`config.mk`:
```
export PLATFORM = sky130hd
export DESIGN_NAME = crossbar_seq_flat
export DESIGN_NICKNAME = d
export VERILOG_FILES = /design/src/rtl/crossbar_seq_if.sv /design/src/rtl/crossbar_seq.sv /design/src/flat_wrapper.sv
export SDC_FILE = /design/constraint.sdc
export NUM_CORES = 1
export LEC_CHECK = 0
export ABC_AREA = 1
export BUFFER_PORTS_ARGS = -buffer_cell sky130_fd_sc_hd__clkbuf_2
export CAP_MARGIN = 30
export CORE_ASPECT_RATIO = 2
export CORE_MARGIN = 2
export CORE_UTILIZATION = 55
export CTS_CLUSTER_DIAMETER = 30
export DETAILED_ROUTE_END_ITERATION = 12
export PLACE_DENSITY = 0.8
export SYNTH_ARGS = -nofsm -noshare
export SYNTH_HDL_FRONTEND = slang
export SYNTH_SLANG_ARGS = --single-unit
```
`constraint.sdc`:
```
create_clock -name clk -period 1.8 [get_ports clk]
set_input_delay 0.36 -clock clk [delete_from_list [all_inputs] [get_ports clk]]
set_output_delay 0.36 -clock clk [all_outputs]
set_load 0.02 [all_outputs]
```
`src/rtl/crossbar_seq_if.sv`:
```
// Command/response bundle between user-project logic and the crossbar sequencer.
// The master modport is the requester side. The slave modport is the sequencer side.
interface crossbar_seq_if;
  logic       cmd_valid;
  logic       cmd_ready;
  logic [1:0] cmd_op;
  logic [2:0] cmd_row;
  logic [7:0] cmd_data;
  logic       rsp_valid;
  logic       rsp_ready;
  logic [7:0] rsp_data;

  modport master (
    output cmd_valid, cmd_op, cmd_row, cmd_data, rsp_ready,
    input  cmd_ready, rsp_valid, rsp_data
  );

  modport slave (
    input  cmd_valid, cmd_op, cmd_row, cmd_data, rsp_ready,
    output cmd_ready, rsp_valid, rsp_data
  );
endinterface

```
`src/rtl/crossbar_seq.sv`:
```
// Command sequencer for the 8x8 ReRAM crossbar MAC array.
// It turns CLEAR/WRITE/MAC/FORM commands into timed wordline/bitline/selectline pulses.
// It samples the thresholded column outputs at the end of a MAC read window and returns them.
// Optional macro XBAR_PERF_CNT_EN adds two saturating activity counters: wr_count and mac_count.
module crossbar_seq #(
  parameter int PULSE_CYCLES = 2,   // SET/RESET pulse width, 1..15
  parameter int FORM_CYCLES  = 8,   // FORM pulse width, 1..255
  parameter int READ_CYCLES  = 2    // MAC window before sampling, 2..15
) (
  input  logic        clk,
  input  logic        rst_n,
  crossbar_seq_if.slave bus,
  output logic        busy,
  output logic [7:0]  xb_bitline,
  output logic [7:0]  xb_wordline,
  output logic [7:0]  xb_selectline,
  output logic        xb_wenable,
  output logic        xb_form,
  output logic        xb_mac,
  input  logic [7:0]  xb_out
`ifdef XBAR_PERF_CNT_EN
  ,
  output logic [15:0] wr_count,
  output logic [15:0] mac_count
`endif
);

  typedef enum logic [2:0] {
    ST_IDLE  = 3'd0,
    ST_PULSE = 3'd1,
    ST_GAP   = 3'd2,
    ST_READ  = 3'd3,
    ST_RESP  = 3'd4
  } state_t;

  localparam logic [1:0] OP_CLEAR = 2'b00;
  localparam logic [1:0] OP_WRITE = 2'b01;
  localparam logic [1:0] OP_MAC   = 2'b10;
  localparam logic [1:0] OP_FORM  = 2'b11;

  // Counters count down to zero, so each load value is the pulse width minus one.
  localparam logic [7:0] PULSE_LOAD = 8'(PULSE_CYCLES - 1);
  localparam logic [7:0] FORM_LOAD  = 8'(FORM_CYCLES - 1);
  localparam logic [7:0] READ_LOAD  = 8'(READ_CYCLES - 1);

  state_t     state_q;
  logic [1:0] op_q;
  logic [2:0] clr_row_q;
  logic [7:0] cnt_q;
  logic       cmd_ready_q;
  logic       busy_q;
  logic       rsp_valid_q;
  logic [7:0] rsp_data_q;
  logic [7:0] wl_q;
  logic [7:0] bl_q;
  logic [7:0] sl_q;
  logic       we_q;
  logic       form_q;
  logic       mac_q;

  function automatic logic [7:0] onehot(input logic [2:0] row);
    return 8'h01 << row;
  endfunction

  // Sequencer FSM. Every crossbar line and every handshake output is a register here.
  always_ff @(posedge clk or negedge rst_n) begin
    if (!rst_n) begin
      state_q     <= ST_IDLE;
      op_q        <= OP_CLEAR;
      clr_row_q   <= 3'd0;
      cnt_q       <= 8'd0;
      cmd_ready_q <= 1'b0;
      busy_q      <= 1'b0;
      rsp_valid_q <= 1'b0;
      rsp_data_q  <= 8'd0;
      wl_q        <= 8'd0;
      bl_q        <= 8'd0;
      sl_q        <= 8'd0;
      we_q        <= 1'b0;
      form_q      <= 1'b0;
      mac_q       <= 1'b0;
    end else begin
      case (state_q)
        ST_IDLE: begin
          if (bus.cmd_valid && cmd_ready_q) begin
            op_q        <= bus.cmd_op;
            clr_row_q   <= 3'd0;
            cmd_ready_q <= 1'b0;
            busy_q      <= 1'b1;
            case (bus.cmd_op)
              OP_MAC: begin
                state_q <= ST_READ;
                cnt_q   <= READ_LOAD;
                wl_q    <= bus.cmd_data;
                bl_q    <= 8'h00;
                sl_q    <= 8'h00;
                mac_q   <= 1'b1;
              end
              OP_WRITE: begin
                // A 1 bit SETs its cell and a 0 bit RESETs its cell, both in the same pulse.
                state_q <= ST_PULSE;
                cnt_q   <= PULSE_LOAD;
                wl_q    <= onehot(bus.cmd_row);
                bl_q    <= bus.cmd_data;
                sl_q    <= ~bus.cmd_data;
                we_q    <= 1'b1;
              end
              OP_FORM: begin
                state_q <= ST_PULSE;
                cnt_q   <= FORM_LOAD;
                wl_q    <= onehot(bus.cmd_row);
                bl_q    <= 8'hFF;
                sl_q    <= 8'h00;
                form_q  <= 1'b1;
              end
              default: begin
                // CLEAR starts at row 0. GAP walks the following rows.
                state_q <= ST_PULSE;
                cnt_q   <= PULSE_LOAD;
                wl_q    <= onehot(3'd0);
                bl_q    <= 8'h00;
                sl_q    <= 8'hFF;
                we_q    <= 1'b1;
              end
            endcase
          end else begin
            cmd_ready_q <= 1'b1;
            busy_q      <= 1'b0;
          end
        end

        ST_PULSE: begin
          if (cnt_q == 8'd0) begin
            state_q <= ST_GAP;
            wl_q    <= 8'h00;
            bl_q    <= 8'h00;
            sl_q    <= 8'h00;
            we_q    <= 1'b0;
            form_q  <= 1'b0;
          end else begin
            cnt_q <= cnt_q - 8'd1;
          end
        end

        ST_GAP: begin
          if ((op_q == OP_CLEAR) && (clr_row_q != 3'd7)) begin
            clr_row_q <= clr_row_q + 3'd1;
            state_q   <= ST_PULSE;
            cnt_q     <= PULSE_LOAD;
            wl_q      <= onehot(clr_row_q + 3'd1);
            bl_q      <= 8'h00;
            sl_q      <= 8'hFF;
            we_q      <= 1'b1;
          end else begin
            clr_row_q   <= 3'd0;
            state_q     <= ST_IDLE;
            busy_q      <= 1'b0;
            cmd_ready_q <= 1'b1;
          end
        end

        ST_READ: begin
          if (cnt_q == 8'd0) begin
            // Sample on the final READ edge, while the wordlines are still driven.
            rsp_data_q  <= xb_out;
            rsp_valid_q <= 1'b1;
            state_q     <= ST_RESP;
            wl_q        <= 8'h00;
            mac_q       <= 1'b0;
          end else begin
            cnt_q <= cnt_q - 8'd1;
          end
        end

        ST_RESP: begin
          if (bus.rsp_ready) begin
            rsp_valid_q <= 1'b0;
            state_q     <= ST_IDLE;
            busy_q      <= 1'b0;
            cmd_ready_q <= 1'b1;
          end else begin
            rsp_valid_q <= 1'b1;
          end
        end

        default: begin
          state_q     <= ST_IDLE;
          cmd_ready_q <= 1'b0;
          busy_q      <= 1'b0;
          rsp_valid_q <= 1'b0;
          wl_q        <= 8'h00;
          bl_q        <= 8'h00;
          sl_q        <= 8'h00;
          we_q        <= 1'b0;
          form_q      <= 1'b0;
          mac_q       <= 1'b0;
        end
      endcase
    end
  end

  assign bus.cmd_ready = cmd_ready_q;
  assign bus.rsp_valid = rsp_valid_q;
  assign bus.rsp_data  = rsp_data_q;
  assign busy          = busy_q;
  assign xb_wordline   = wl_q;
  assign xb_bitline    = bl_q;
  assign xb_selectline = sl_q;
  assign xb_wenable    = we_q;
  assign xb_form       = form_q;
  assign xb_mac        = mac_q;

`ifdef XBAR_PERF_CNT_EN
  logic [15:0] wr_count_q, wr_count_d;
  logic [15:0] mac_count_q, mac_count_d;
  logic        wr_accept_s;
  logic        rsp_done_s;

  assign wr_accept_s = (state_q == ST_IDLE) && bus.cmd_valid && cmd_ready_q && (bus.cmd_op != OP_MAC);
  assign rsp_done_s  = (state_q == ST_RESP) && rsp_valid_q && bus.rsp_ready;

  // Saturating next values for the activity counters.
  always_comb begin
    wr_count_d  = wr_count_q;
    mac_count_d = mac_count_q;
    if (wr_accept_s && (wr_count_q != 16'hFFFF)) begin
      wr_count_d = wr_count_q + 16'd1;
    end else begin
      wr_count_d = wr_count_q;
    end
    if (rsp_done_s && (mac_count_q != 16'hFFFF)) begin
      mac_count_d = mac_count_q + 16'd1;
    end else begin
      mac_count_d = mac_count_q;
    end
  end

  // Activity counter registers.
  always_ff @(posedge clk or negedge rst_n) begin
    if (!rst_n) begin
      wr_count_q  <= 16'd0;
      mac_count_q <= 16'd0;
    end else begin
      wr_count_q  <= wr_count_d;
      mac_count_q <= mac_count_d;
    end
  end

  assign wr_count  = wr_count_q;
  assign mac_count = mac_count_q;
`endif

endmodule
```
`src/flat_wrapper.sv`:
```
// flat-port wrapper written by rule: the top's interface ports become plain ports
module crossbar_seq_flat 
#(
  parameter int PULSE_CYCLES = 2,                                  
  parameter int FORM_CYCLES  = 8,                              
  parameter int READ_CYCLES  = 2                                        
)
  (clk, rst_n, busy, xb_bitline, xb_wordline, xb_selectline, xb_wenable, xb_form, xb_mac, xb_out, bus_cmd_valid, bus_cmd_op, bus_cmd_row, bus_cmd_data, bus_rsp_ready, bus_cmd_ready, bus_rsp_valid, bus_rsp_data);
  crossbar_seq_if bus_i ();
  input  logic clk;
  input  logic rst_n;
  output logic busy;
  output logic [7:0] xb_bitline;
  output logic [7:0] xb_wordline;
  output logic [7:0] xb_selectline;
  output logic xb_wenable;
  output logic xb_form;
  output logic xb_mac;
  input  logic [7:0] xb_out;
  input wire logic [$bits(bus_i.cmd_valid)-1:0] bus_cmd_valid;
  input wire logic [$bits(bus_i.cmd_op)-1:0] bus_cmd_op;
  input wire logic [$bits(bus_i.cmd_row)-1:0] bus_cmd_row;
  input wire logic [$bits(bus_i.cmd_data)-1:0] bus_cmd_data;
  input wire logic [$bits(bus_i.rsp_ready)-1:0] bus_rsp_ready;
  output wire logic [$bits(bus_i.cmd_ready)-1:0] bus_cmd_ready;
  output wire logic [$bits(bus_i.rsp_valid)-1:0] bus_rsp_valid;
  output wire logic [$bits(bus_i.rsp_data)-1:0] bus_rsp_data;
  assign bus_i.cmd_valid = bus_cmd_valid;
  assign bus_i.cmd_op = bus_cmd_op;
  assign bus_i.cmd_row = bus_cmd_row;
  assign bus_i.cmd_data = bus_cmd_data;
  assign bus_i.rsp_ready = bus_rsp_ready;
  assign bus_cmd_ready = bus_i.cmd_ready;
  assign bus_rsp_valid = bus_i.rsp_valid;
  assign bus_rsp_data = bus_i.rsp_data;
  crossbar_seq #(.PULSE_CYCLES(PULSE_CYCLES), .FORM_CYCLES(FORM_CYCLES), .READ_CYCLES(READ_CYCLES)) u_core (.clk(clk), .rst_n(rst_n), .bus(bus_i), .busy(busy), .xb_bitline(xb_bitline), .xb_wordline(xb_wordline), .xb_selectline(xb_selectline), .xb_wenable(xb_wenable), .xb_form(xb_form), .xb_mac(xb_mac), .xb_out(xb_out));
endmodule
```
Yosys cells after proc, flatten, opt, wreduce, memory -nomap -nowiden

Index checks and enable logic that the tools add are counted.

Output and inout bits: 38
Logic and storage cells: 120
Register bits: 54

Add/subtract/negate cells: 2
Equality and inequality tests: 19
Reductions and logical operators: 26
Bitwise operators: 7
Multiplexer cells: 50
Shifts and indexed selects: 2

Operators by type and width:

| operator            | number |
|---|---|
| $pmux 8 s4          | 3 |
| $mux 8              | 10 |
| $pmux 8 s2          | 3 |
| $pmux 8 s3          | 1 |
| $reduce_and 4->1    | 6 |
| $mux 3              | 7 |
| $mux 1              | 17 |
| $shl 1x3->8 const A | 2 |
| $pmux 3 s5          | 1 |
| $ne 2x2->1 const B  | 6 |
| $pmux 1 s4          | 3 |
| $ne 2x1->1 const B  | 5 |
| $pmux 1 s3          | 3 |
| $reduce_or 3->1     | 3 |
| $logic_not 8->1     | 1 |
| $not 8->8           | 1 |
| $reduce_and 2->1    | 4 |
| $reduce_or 2->1     | 4 |
| $sub 8x1->8 const B | 1 |
| $eq 3x2->1 const B  | 2 |
| $not 1->1           | 6 |
| $pmux 3 s2          | 1 |
| $reduce_and 5->1    | 1 |
| $eq 2x2->1 const B  | 2 |
| other kinds (12)    | 13 |

Longest topological paths before layout

Gate-level depths: netlist of run 1.

Depth in word-level cells: 5
Gate-level depth with buffers: 11
Mapped depth without buffers: 10

Worst setup path before layout of run 1

OpenSTA, ideal clock, no wires.

Kind: reg-to-reg
Start point: register u_core.clr_row_q[0]
End point: register u_core.sl_q[5] (netlist: u_core.xb_selectline[5])
Stages on the path, launching flop included: 12
Arrival: 1,494 ps
Data required time: 1,677 ps
Path slack: 182 ps
Clock period less this slack: 1,618 ps
Setup time: 123 ps
Cell sequence: dfrtp_1 -> ha_1 -> ha_1 -> inv_1 -> nand2_1 -> nand2_2 -> nand2_1 -> inv_2 -> nand3_2 -> buf_4 -> nand2_1 -> o21ai_1

Cells in the longest elaborated chain, start to end: 4

Ends and longest elaborated chain:

| item                              | RTL line            | RTL |
|---|---|---|
| from (decl)                       | crossbar_seq.sv:48  | `logic [2:0] clr_row_q;` |
| from (signal assigned)            | crossbar_seq.sv:147 | `clr_row_q <= clr_row_q + 3'd1;` |
| $ne 3x3->1                        | crossbar_seq.sv:146 | `if ((op_q == OP_CLEAR) && (clr_row_q != 3'd7)) begin` |
| $logic_and 1x1->1                 | crossbar_seq.sv:146 |  |
| $ne 2x1->1 (no source line)       | --                  |  |
| $reduce_and 4->1 (no source line) | --                  |  |
| to (signal assigned)              | crossbar_seq.sv:105 | `sl_q <= ~bus.cmd_data;` |
| to (decl)                         | crossbar_seq.sv:56  | `logic [7:0] sl_q;` |

No other way between the ends.
A chain may end at the register's enable or synchronous reset.

Worst setup path after layout of run 1

Start point: register u_core.clr_row_q[1]
End point: register u_core.bl_q[4] (netlist: u_core.xb_bitline[4])

Cells in the longest elaborated chain, start to end: 4

Ends and longest elaborated chain:

| item                              | RTL line            | RTL |
|---|---|---|
| $ne 3x3->1                        | crossbar_seq.sv:146 |  |
| $logic_and 1x1->1                 | crossbar_seq.sv:146 |  |
| $ne 2x1->1 (no source line)       | --                  |  |
| $reduce_and 4->1 (no source line) | --                  |  |
| to (signal assigned)              | crossbar_seq.sv:104 | `bl_q <= bus.cmd_data;` |
| to (decl)                         | crossbar_seq.sv:55  | `logic [7:0] bl_q;` |

No other way between the ends.

==> results of run 1 <==
## per-stage QoR
stage	area (sq um)	worst slack, ns	hold WS [ns]	setup TNS [ns]	util [%]
finish	3600	0.118	0.0230	0	69.4
floorplan	2960	0.182	0.0644	0	-
CTS	3510	0.0445	0.0296	0	67.6
global route	3600	0.0102	0.0445	0	69.4
global placement	3390	0.0313	0.380	0	65.4
detailed placement	3390	-0.00422	0.387	-0.00422	65.4
## cell type report
| class | instances | area (sq um) | share of cell area (%) |
|---|---|---|---|
| Clock buffer | 5 | 68.8 | 1.91 |
| Clock inverter | 3 | 18.8 | 0.522 |
| Inverter | 36 | 136 | 3.79 |
| Multi-Input combinational cell | 298 | 1450 | 40.4 |
| Sequential cell | 54 | 1360 | 37.7 |
| Tap cell | 58 | 72.6 | 2.02 |
| Timing Repair Buffer | 79 | 493 | 13.7 |
## where the power goes
part           switching (mW)  internal (mW)  total, mW
Sequential              0.341           1.69       2.03
Clock                   0.419          0.275      0.694
Combinational            2.41           1.40       3.81
Total                    3.17           3.36       6.53
## routing by layer
metal | up-vias | wire length [microns] | track usage, %
met3 | 22 | 293 | 3.73
met2 | 76 | 3990 | 45.2
met4 | 0 | 284 | 13.3
met1 | 1358 | 2790 | 27.9
li1 | 1437 | - | -
met5 | - | 0 | 0
## final timing paths
path,endpoint,slack [ns],depth (start not counted)
worst max-delay path,u_core.xb_bitline[4],0.12,11
max in group asynchronous,u_core.state_q[1],1.51,2
worst min-delay path,u_core.xb_wordline[5],0.02,2
worst min register to register,u_core.bus.rsp_data[3],0.48,2
worst max register to register,u_core.xb_bitline[4],0.12,11
min in group clk,u_core.bus.rsp_data[5],0.26,3
## critical path, delay by kind of cell (launching register included)
family	cells	cell delay (ns)
flip-flops	1	0.42
AND/OR/NAND/NOR	5	0.39
adder cells (fa/ha/maj)	2	0.38
buffers and inverters	3	0.34
AO/OA/AOI/OAI	1	0.05
## state kept, by name, summed over array words and instances (netlist names), 2 cells and up
register and cells:
u_core.bus.rsp_data 8, u_core.cnt_q 8, u_core.xb_bitline 8, u_core.xb_selectline 8, u_core.xb_wordline 8, u_core.clr_row_q 3
u_core.state_q 3, u_core.op_q 2
## cell families (layout without fill, tap and decap cells)
kind of cell / Yosys count / in the layout / synth area share [%]
buffers and inverters: 47 / 123 / 6.47
AND/OR/NAND/NOR: 219 / 219 / 31.9
flip-flops: 54 / 54 / 45.7
XOR/XNOR: 2 / 2 / 0.592
adder cells (fa/ha/maj): 9 / 9 / 3.81
AO/OA/AOI/OAI: 68 / 68 / 11.5
## timing repair
action | 4_1_cts | 5_1_grt
pin swaps | 1 | 3
resized for setup | 0 | 12
setup endpoints to repair | 9 | 33
buffers inserted | 2 | 3
cloned | 0 | 1
## cells in the final DEF, fill, tap and decap left out
cell,Yosys,final
nor2_1,24,24
nand4_1,7,7
nand3_2,2,1
nand2_4,1,2
clkbuf_2,0,62
clkinv_1,1,1
nand2_2,4,5
nor2_4,2,3
o21ai_0,32,32
buf_12,0,3
ha_2,0,1
or2_1,1,1
xor2_1,2,2
or2_2,3,3
nor2_2,5,4
clkinv_2,0,3
inv_6,0,1
clkbuf_8,0,5
inv_2,5,5
nand3_1,26,26
nor3_1,3,3
ha_1,9,7
buf_4,3,13
clkbuf_16,0,1
a21oi_1,11,11
dfrtp_1,54,51
o21ai_1,24,24
ha_4,0,1
nand3_4,0,1
nand2_1,141,139
inv_1,30,29
o22ai_1,1,1
dfrtp_2,0,3
==> flow_metrics.py, run 1 <==
metrics = {
    "run": {
        "cap_violations": 0,
    },
    "pwr": {
        "power_density_mw_per_mm2": 1820,
        "p_leak_nw": 1.94,
        "fin_total_pwr_mw": 6.53,
        "ir_drop_mv": 1.37,
    },
    "timing": {
        "hold_viol_final": 0,
        "setup_viol": 0,
        "rsz0062_at_grt": "false",
        "post-route-period-util_pct": 93.4,
        "worst_slew_pin_slew_ns": 0.332,
        "relSlewSlack_pct": 77.8,
        "fin_skew_ns": 0.00908,
        "fin_crit_ns": 1.68,
        "max_freq_mhz": 595,
        "slew_violations": 0,
    },
    "drt": {
        "avgRoutedWirePerCell_microns": 13.8,
        "routed_wl_mm": 7.36,
        "drtIter0Drc": 120,
        "ant_nets": 0,
        "drc": 0,
        "first_pass_iters": 4,
        "vias": 2893,
        "viasPerCell": 5.43,
    },
    "outcome": {
        "status": "completed",
    },
    "synthesis": {
        "syn_avg_cell_area_sq_um": 7.41,
        "syn-num-nets": 433,
        "async_reset_ff_share_pct": 100,
        "syn_inst": 399,
        "netlist_area_sq_mm": 0.00296,
        "synth_edf_count": 0,
        "synth.most_common_cell": "nand2_1",
        "synth_top_area_cell": "dfrtp_1",
        "synth_top_area_share_pct": 45.7,
        "ys_warn_count": 0,
        "synth_area_leaders": "dfrtp_1 46%, nand2_1 18%, o21ai_0 5.4%, nand3_1 4.4%, o21ai_1 4.1%",
        "yosysSeqAreaShare_pct": 45.7,
        "synth-seq-cells": 54,
        "ys_types": 25,
        "synth_commonest_cells": "141 x nand2_1, 54 x dfrtp_1, 32 x o21ai_0",
        "synthFlopType": "dfrtp_1",
    },
    "floorplanning": {
        "die_h_microns": 108,
        "core_area_sq_mm": 0.00518,
        "dieArea_sq_mm": 0.00602,
        "initial_core_util_pct": 57.0,
        "rows": 37,
        "ioPinCount": 63,
        "die_w_microns": 55.9,
    },
    "setup_path": {
        "crit_type": "reg -> reg",
        "crit_path_max_fanout": 16,
        "rr_startpoint": "u_core.clr_row_q[1]",
        "critPathArrivalTime_ns": 1.91,
        "cp-start-kind": "flip-flop",
        "cp.required_ns": 2.02,
        "crit_path_top_delay_cell": "dfrtp_1",
        "cp_common_cell": "nand2_1",
        "max_stage_delay_ns": 0.42,
        "worstSetupEndpointType": "flip-flop",
        "crit_start": "u_core.clr_row_q[1]",
        "path_cells": "ha_2, ha_1, inv_1, nand2_2, nand2_4, nand2_1, inv_2, nand3_4, clkbuf_16, nand2_1, o21ai_1",
    },
    "final_layout": {
        "syn2layout_area_growth_pct": 21.6,
        "drive_gt1_share_pct": 24.6,
        "layout.nets": 508,
        "fin_cells": 533,
        "fillers": 454,
        "antenna_cells": 0,
    },
    "cts": {
        "htreeDepth": 2,
        "cts.reportedPaths.clkPinSlew_ns": 0.10,
        "numCtsBuffers": 5,
        "worst_skew_pair.late_latency_ns": 0.32,
        "cts_tree": "done",
        "cts_root_buffer": "clkbuf_8",
        "cts_num_sinks": 54,
        "cts_buffer_depth": 2,
        "holdBufCountCts": 0,
    },
    "global_routing": {
        "antenna_found_initial": 0,
        "grt_pass1_vias": 2719,
        "gr-usage-all-layers_pct": 25.0,
        "grt_pass1_wl_mm": 11.9,
        "grt-ovfl-total": 0,
        "grt_max_degree": 55,
    },
    "place": {
        "placed_cells": 519,
        "place.gp.congestion": 0.938,
        "dp_hpwl_mm": 5.33,
        "portBuffers": 62,
    },
    "hold_path": {
        "hold_class": "in -> async",
    },
}
(Power assumes the default switching activity.)
==> run 2: changes to the inputs <==
==> constraint.sdc (replaced) <==
create_clock -name clk -period 1.8 [get_ports clk]
set_input_delay 0.18 -clock clk [delete_from_list [all_inputs] [get_ports clk]]
set_output_delay 0.18 -clock clk [all_outputs]
set_load 0.02 [all_outputs]
==> flow_metrics.py, run 2 (synthesis gave the netlist of run 1 again) <==
metrics = {
    "place": {
        "pre_cts_ws_ns": -0.0207,
        "portBuffers": 62,
        "placed_area_sq_mm": 0.00337,
        "placed_cells": 518,
        "place.gp.congestion": 0.895,
        "dp_hpwl_mm": 5.48,
    },
    "drt": {
        "avgRoutedWirePerCell_microns": 14.1,
        "drc": 0,
        "first_pass_iters": 4,
        "viasPerCell": 5.40,
        "routed_wl_mm": 7.57,
        "vias": 2895,
        "drtIter0Drc": 102,
        "ant_nets": 0,
    },
    "outcome": {
        "violations": "hold timing",
        "status": "finished with violations",
    },
    "cts": {
        "cts.reportedPaths.clkPinSlew_ns": 0.10,
        "htreeDepth": 2,
        "cts_root_buffer": "clkbuf_8",
        "worst_skew_pair.late_latency_ns": 0.32,
        "cts_tree": "done",
        "cts_num_sinks": 54,
        "cts_buffer_depth": 2,
        "numCtsBuffers": 5,
        "holdBufCountCts": 0,
    },
    "floorplanning": {
        "rows": 37,
        "ioPinCount": 63,
        "dieArea_sq_mm": 0.00602,
        "initial_core_util_pct": 57.0,
        "die_h_microns": 108,
        "die_w_microns": 55.9,
        "core_area_sq_mm": 0.00518,
    },
    "setup_path": {
        "max_stage_delay_ns": 0.50,
        "crit_path_max_fanout": 13,
        "crit_path_top_delay_cell": "dfrtp_1",
        "path_cells": "nor2_2, nand2_2, inv_2, nand2_4, nand3_2, nor2_4, buf_4, nand2_1, nand2_1",
        "cp.required_ns": 2.02,
        "worstSetupEndpointType": "flip-flop",
        "critPathArrivalTime_ns": 1.92,
        "cp_common_cell": "nand2_1",
        "cp-start-kind": "flip-flop",
        "crit_type": "reg -> reg",
    },
    "timing": {
        "post-route-period-util_pct": 94.5,
        "relSlewSlack_pct": 54.1,
        "worst_slew_pin_slew_ns": 0.689,
        "max_freq_mhz": 588,
        "fin_setup_tns_ns": 0,
        "setup_slack_ns": 0.0989,
        "setup_viol": 0,
        "fin_skew_ns": 0.00584,
        "hold_viol_final": 54,
        "fin_crit_ns": 1.70,
        "slew_violations": 0,
        "fin_hold_ws_ns": -0.0332,
    },
    "pwr": {
        "p_leak_nw": 1.96,
        "power_density_mw_per_mm2": 1850,
        "fin_total_pwr_mw": 6.67,
        "ir_drop_mv": 1.14,
    },
    "global_routing": {
        "met2_usage_pct": 47.9,
        "met3_usage_pct": 4.09,
        "gr-usage-all-layers_pct": 25.9,
        "grt_pass1_wl_mm": 12.3,
        "antenna_found_initial": 0,
        "grt_max_degree": 55,
        "met1_usage_pct": 28.2,
        "grt_busiest_layer": "met2",
        "grt_pass1_vias": 2794,
        "grt-ovfl-total": 0,
    },
    "final_layout": {
        "antenna_cells": 0,
        "drive_gt1_share_pct": 24.1,
        "fin_cells": 536,
        "postLayoutCoreUtil_pct": 69.7,
        "layout.nets": 511,
        "mostFrequentLayoutCell": "nand2_1",
        "syn2layout_area_growth_pct": 22.2,
        "stdcell_area_sq_mm": 0.00361,
        "final_cell_mix": "138 x nand2_1, 62 x clkbuf_2, 54 x dfrtp_1",
    },
    "hold_path": {
        "hold_class": "in -> async",
    },
    "run": {
        "cap_violations": 0,
    },
}
[run 2: cell type report]
cell class	instances	area (sq um)
Clock inverter	1	8.76
Multi-Input combinational cell	298	1460
Sequential cell	54	1350
Clock buffer	7	86.3
Inverter	36	135
Tap cell	58	72.6
Fill cell	461	1570
Timing Repair Buffer	82	503
[run 2: worst max-delay path, delay by kind of cell (launching register included)]
kind          cells  cell delay [ns]
flops             1             0.50
buf+inv           2             0.35
simple gates      7             0.73
[run 2: routing by layer]
metal | wire, microns | part of all wire, %
met4 | 228 | 3.0
met2 | 4270 | 56
met1 | 2790 | 37
met5 | 0 | 0
met3 | 289 | 3.8
[run 2: worst paths after layout]
check,from,end,slack [ns],cells past startpoint
max,u_core.state_q[1],u_core.cnt_q[7],0.1,9
min,rst_n,u_core.cnt_q[3],-0.03,2
max reg2reg,u_core.state_q[1],u_core.cnt_q[7],0.1,9
min reg2reg,u_core.bus.rsp_data[0],u_core.bus.rsp_data[0],0.48,2
max in group asynchronous,rst_n,u_core.bus.rsp_data[6],1.37,2
min in group clk,xb_out[3],u_core.bus.rsp_data[3],0.08,3
[run 2: timing repair]
| item | CTS | global route |
|---|---|---|
| gates cloned | 0 | 1 |
| setup endpoints to repair | 11 | 33 |
| buffers inserted | 4 | 5 |
| gates resized for setup | 0 | 9 |
| pin swaps | 1 | 2 |
[run 2: power breakdown]
group          leakage, nW  internal (mW)  switching, mW
Combinational         1.20           1.46           2.44
Clock               0.0489          0.319          0.430
Sequential           0.704           1.68          0.345
